<file path="src/rtl/serial_pkg.sv">
// Types and constants shared by the serial word feeder and the shift-register wrapper.
package serial_pkg;

  typedef enum logic [1:0] {
    ST_IDLE  = 2'd0,
    ST_SHIFT = 2'd1,
    ST_GAP   = 2'd2
  } feeder_state_t;

  localparam logic DIR_LEFT  = 1'b0;
  localparam logic DIR_RIGHT = 1'b1;

endpackage

</file>
<file path="src/rtl/serial_word_feeder.sv">
// Serialises one WIDTH-bit word per handshake into a bidirectional shift register,
// ordering bits so the word sits aligned in the register after the last shift.
module serial_word_feeder
  import serial_pkg::*;
#(
  parameter int WIDTH = 8,
  parameter int GAP   = 1
) (
  input  logic             clk,
  input  logic             rstn,
  input  logic             in_valid,
  output logic             in_ready,
  input  logic [WIDTH-1:0] in_data,
  input  logic             in_dir,
  input  logic             abort,
  output logic             sr_d,
  output logic             sr_en,
  output logic             sr_dir,
  output logic             word_done
);

  localparam int CNT_W = $clog2(WIDTH + 1);
  localparam int GAP_W = (GAP > 0) ? $clog2(GAP + 1) : 1;
  localparam logic [CNT_W-1:0] LAST_BIT = CNT_W'(WIDTH);
  localparam logic [GAP_W-1:0] GAP_LAST = GAP_W'((GAP > 0) ? GAP - 1 : 0);

  feeder_state_t    state_r;
  logic [WIDTH-1:0] shift_buf_r;
  logic [CNT_W-1:0] bit_cnt_r;
  logic [GAP_W-1:0] gap_cnt_r;

  function automatic logic lead_bit(input logic [WIDTH-1:0] w, input logic dir);
    return (dir == DIR_RIGHT) ? w[0] : w[WIDTH-1];
  endfunction

  function automatic logic [WIDTH-1:0] advance(input logic [WIDTH-1:0] w, input logic dir);
    return (dir == DIR_RIGHT) ? {1'b0, w[WIDTH-1:1]} : {w[WIDTH-2:0], 1'b0};
  endfunction

  assign in_ready = (state_r == ST_IDLE);

  // Feeder FSM with registered serial outputs; bit_cnt_r counts bits already presented.
  always_ff @(posedge clk or negedge rstn) begin
    if (!rstn) begin
      state_r     <= ST_IDLE;
      shift_buf_r <= {WIDTH{1'b0}};
      bit_cnt_r   <= {CNT_W{1'b0}};
      gap_cnt_r   <= {GAP_W{1'b0}};
      sr_d        <= 1'b0;
      sr_en       <= 1'b0;
      sr_dir      <= 1'b0;
      word_done   <= 1'b0;
    end else begin
      word_done <= 1'b0;
      case (state_r)
        ST_IDLE: begin
          if (in_valid) begin
            state_r     <= ST_SHIFT;
            sr_dir      <= in_dir;
            sr_d        <= lead_bit(in_data, in_dir);
            sr_en       <= 1'b1;
            shift_buf_r <= advance(in_data, in_dir);
            bit_cnt_r   <= CNT_W'(1);
          end
        end
        ST_SHIFT: begin
          // The last bit cycle completes regardless of abort.
          if ((bit_cnt_r == LAST_BIT) || abort) begin
            sr_en     <= 1'b0;
            sr_d      <= 1'b0;
            word_done <= (bit_cnt_r == LAST_BIT);
            bit_cnt_r <= {CNT_W{1'b0}};
            gap_cnt_r <= {GAP_W{1'b0}};
            if (GAP > 0) begin
              state_r <= ST_GAP;
            end else begin
              state_r <= ST_IDLE;
            end
          end else begin
            sr_d        <= lead_bit(shift_buf_r, sr_dir);
            shift_buf_r <= advance(shift_buf_r, sr_dir);
            bit_cnt_r   <= bit_cnt_r + CNT_W'(1);
          end
        end
        ST_GAP: begin
          if (gap_cnt_r == GAP_LAST) begin
            gap_cnt_r <= {GAP_W{1'b0}};
            state_r   <= ST_IDLE;
          end else begin
            gap_cnt_r <= gap_cnt_r + GAP_W'(1);
          end
        end
        default: begin
          state_r <= ST_IDLE;
          sr_en   <= 1'b0;
          sr_d    <= 1'b0;
        end
      endcase
    end
  end

endmodule

</file>
<file path="config.mk">
export PLATFORM = sky130hd
export DESIGN_NAME = serial_word_feeder
export DESIGN_NICKNAME = d
export VERILOG_FILES = /design/src/rtl/serial_pkg.sv /design/src/rtl/serial_word_feeder.sv
export SDC_FILE = /design/constraint.sdc
export NUM_CORES = 1
export LEC_CHECK = 0
export ABC_AREA = 1
export CORE_MARGIN = 5
export CORE_UTILIZATION = 30
export DETAILED_ROUTE_END_ITERATION = 12
export PLACE_DENSITY = 0.61
export SYNTH_ARGS = -nofsm -noshare
export SYNTH_HDL_FRONTEND = slang
export SYNTH_SLANG_ARGS = --single-unit
</file>
<file path="constraint.sdc">
create_clock -name clk -period 2.2 [get_ports clk]
set_input_delay 0.44 -clock clk [delete_from_list [all_inputs] [get_ports clk]]
set_output_delay 0.44 -clock clk [all_outputs]
set_load 0.01 [all_outputs]
</file>
==> impl_metrics.tcl <==
set metrics [dict create \
    p_per_area_nw_per_um2 1030 \
    die_w_um 70.1 \
    ys_seq_area_frac 0.415 \
    fp.coreArea_um2 3420 \
    first_pass_iters 4 \
    postCtsHoldBufs 0 \
    cp_max_fo 3 \
    port_buffers 17 \
    die_h_um 70.1 \
    ys_top_cells_by_area "dfrtp_1, nand2_1, nand3_1, o211ai_1, inv_1" \
    synth-seq-cells 18 \
    initial_utilization 0.318 \
    static-leakage-power_nw 0.644 \
    r2r_cells 8 \
    final_nets 174 \
    path_clk_slew_ns 0.11 \
    post-route-util 0.385 \
    max-cap-violations 0 \
    startpoint "state_r[1]$_DFFE_PN0P_" \
    vias_per_cell 4.76 \
    grt_max_degree 19 \
    grt_first_pass_wirelength_mm 3.77 \
    diodes 0 \
    status "complete, no violations" \
    syn_nets 155 \
    cts_tree "built" \
    reg2reg_slack_ns 0.74 \
    track_usage 0.0961 \
    worstSkewPairLatency_ns 0.30 \
    wl_per_cell_um 11.5 \
    fmax_mhz 487 \
    synth.cells.most_frequent "nand2_1, dfrtp_1, nand3_1" \
    hpwlAfterDp_mm 1.74 \
    io_pins 18 \
    placed_area_um2 1280 \
    root_buffer "clkbuf_4" \
    syn_avg_cell_area_um2 7.75 \
    fin_skew_ns 0.000669 \
    path_class "flip-flop to output pin" \
    drive_above_1_share 0.114 \
    setup_violations 0 \
    final-max-slew-violation-count 0 \
    relSlewSlack 0.783 \
    dieArea_um2 4920 \
    ir_worst_vdd_mv 0.435 \
    hold_viol 0 \
    synth_cell_types 20 \
    vias 972 \
    grt_pass1_vias 810 \
    grtUsageMet2 0.145 \
    cts_resized 0 \
    syn_inst 140 \
    cts_setup_buffers 0 \
    cts_buffer_depth 2 \
    min_path_type "primary input to asynchronous set/reset pin" \
    drc 0 \
    tns_ns 0 \
    synth_most_common_cell "nand2_1" \
    critPathLaunchType "flip-flop" \
    htree_levels 1 \
    synthArstFlopShare 1.00 \
    cp.arrival_ns 1.61 \
    synth_top_area_share 0.415 \
    synth_edf_count 0 \
    fillCellCount 371 \
    synth_top_cell_by_area "dfrtp_1" \
    syn_to_final_growth_pct 21.2 \
    layout_min_cycle_time_ns 2.05 \
    synth_area_um2 1080 \
    critPathRequiredTime_ns 1.76 \
    worstSetupEndpointType "output pin" \
    ys.flop_type "dfrtp_1" \
    antenna_left 0 \
    row_count 21 \
    reg2reg_from "bit_cnt_r[0]$_DFFE_PN0P_" \
    worst_slew_pin_slew_ns 0.326 \
    drtIter0Drc 42 \
    cts_buffers 3 \
    final_area_um2 1320 \
    rsz0062_at_grt "false" \
    grt.overflow.total 0 \
    ys_warn_count 0 \
    use_met3 0.0416 \
    wirelength_mm 2.34 \
    place_congestion 0.827 \
    grt-busiest-layer "met2" \
    grt_antenna_before_repair 0 \
    clock-sinks 18 \
    grt.met1_usage 0.128 \
    period_share 0.934 \
    rr_endpoint "shift_buf_r[5]$_DFFE_PN0P_" \
]
-- critical path, cell delays in order (launching register included) --
cell	delay, ns
dfrtp_1	0.47
nor2_1	0.25
clkdlybuf4s50_1	0.59
-- through the flow --
step	cells	hold WS [ns]	setup slack [ns]	power (W)
after floorplan	140	0.144	0.876	0.000995
after global placement	200	0.459	0.428	0.00114
after detailed placement	200	0.476	0.419	0.00115
after CTS	204	0.466	0.136	0.00137
after global routing	204	0.491	0.0879	0.00146
final	204	0.465	0.146	0.00135
-- cell usage in the layout (no fill, tap or decap) --
master / n
a31oi_1: 1
buf_4: 1
clkbuf_4: 3
clkbuf_8: 1
clkdlybuf4s50_1: 17
dfrtp_1: 18
ha_1: 2
inv_1: 13
inv_2: 2
nand2_1: 55
nand2_2: 4
nand2_4: 1
nand3_1: 14
nand3_4: 1
nand4_1: 1
nor2_1: 5
nor2_8: 1
o211ai_1: 7
o21ai_0: 5
o21ai_2: 4
xor2_1: 2
-- per-layer routing --
layer | wire, µm | up-vias
met5 | 0 | -
met3 | 139 | 4
met4 | 21 | 0
met2 | 1090 | 27
li1 | - | 483
met1 | 1090 | 458
-- sequential cells by signal (all words and copies together), names as in the netlist --
| name | cells |
|---|---|
| state_r | 2 |
| sr_dir | 1 |
| word_done | 1 |
| bit_cnt_r | 4 |
| shift_buf_r | 8 |
| sr_en | 1 |
| sr_d | 1 |
-- layout make-up --
cell class / instances / area [µm²] / area share
inverters: 15 / 56.3 / 0.0428
well taps: 46 / 57.6 / 0.0438
multi-input cells: 103 / 537 / 0.408
repair buffers: 18 / 178 / 0.135
clock buffers: 4 / 36.3 / 0.0276
flip-flops and latches: 18 / 450 / 0.343
-- cells by family (layout without fill, tap and decap cells) --
kind of cell,Yosys count,after routing,synth area share
fa+ha+maj,2,2,0.0231
flops,18,18,0.415
compound gates,17,17,0.110
simple gates,82,82,0.346
buf+inv,19,37,0.0900
xor+xnor,2,2,0.0162
-- power by group --
group	switching [W]	total, W	internal [W]
logic	0.000348	0.000588	0.000240
clock network	0.000111	0.000212	0.000101
registers	0.000104	0.000554	0.000450
total	0.000563	0.00135	0.000791
-- worst max-delay path by stage --
stage / to / slack, ns / depth (start not counted)
3_5_place_dp: sr_d$_DFFE_PN0P_ / 0.42 / 6
3_3_place_gp: sr_d$_DFFE_PN0P_ / 0.43 / 6
4_1_cts: in_ready / 0.14 / 2
5_1_grt: in_ready / 0.09 / 2
2_1_floorplan: shift_buf_r[1]$_DFFE_PN0P_ / 0.88 / 8
6_report: in_ready / 0.15 / 2
Note: power is estimated with default switching activity, not from simulation.
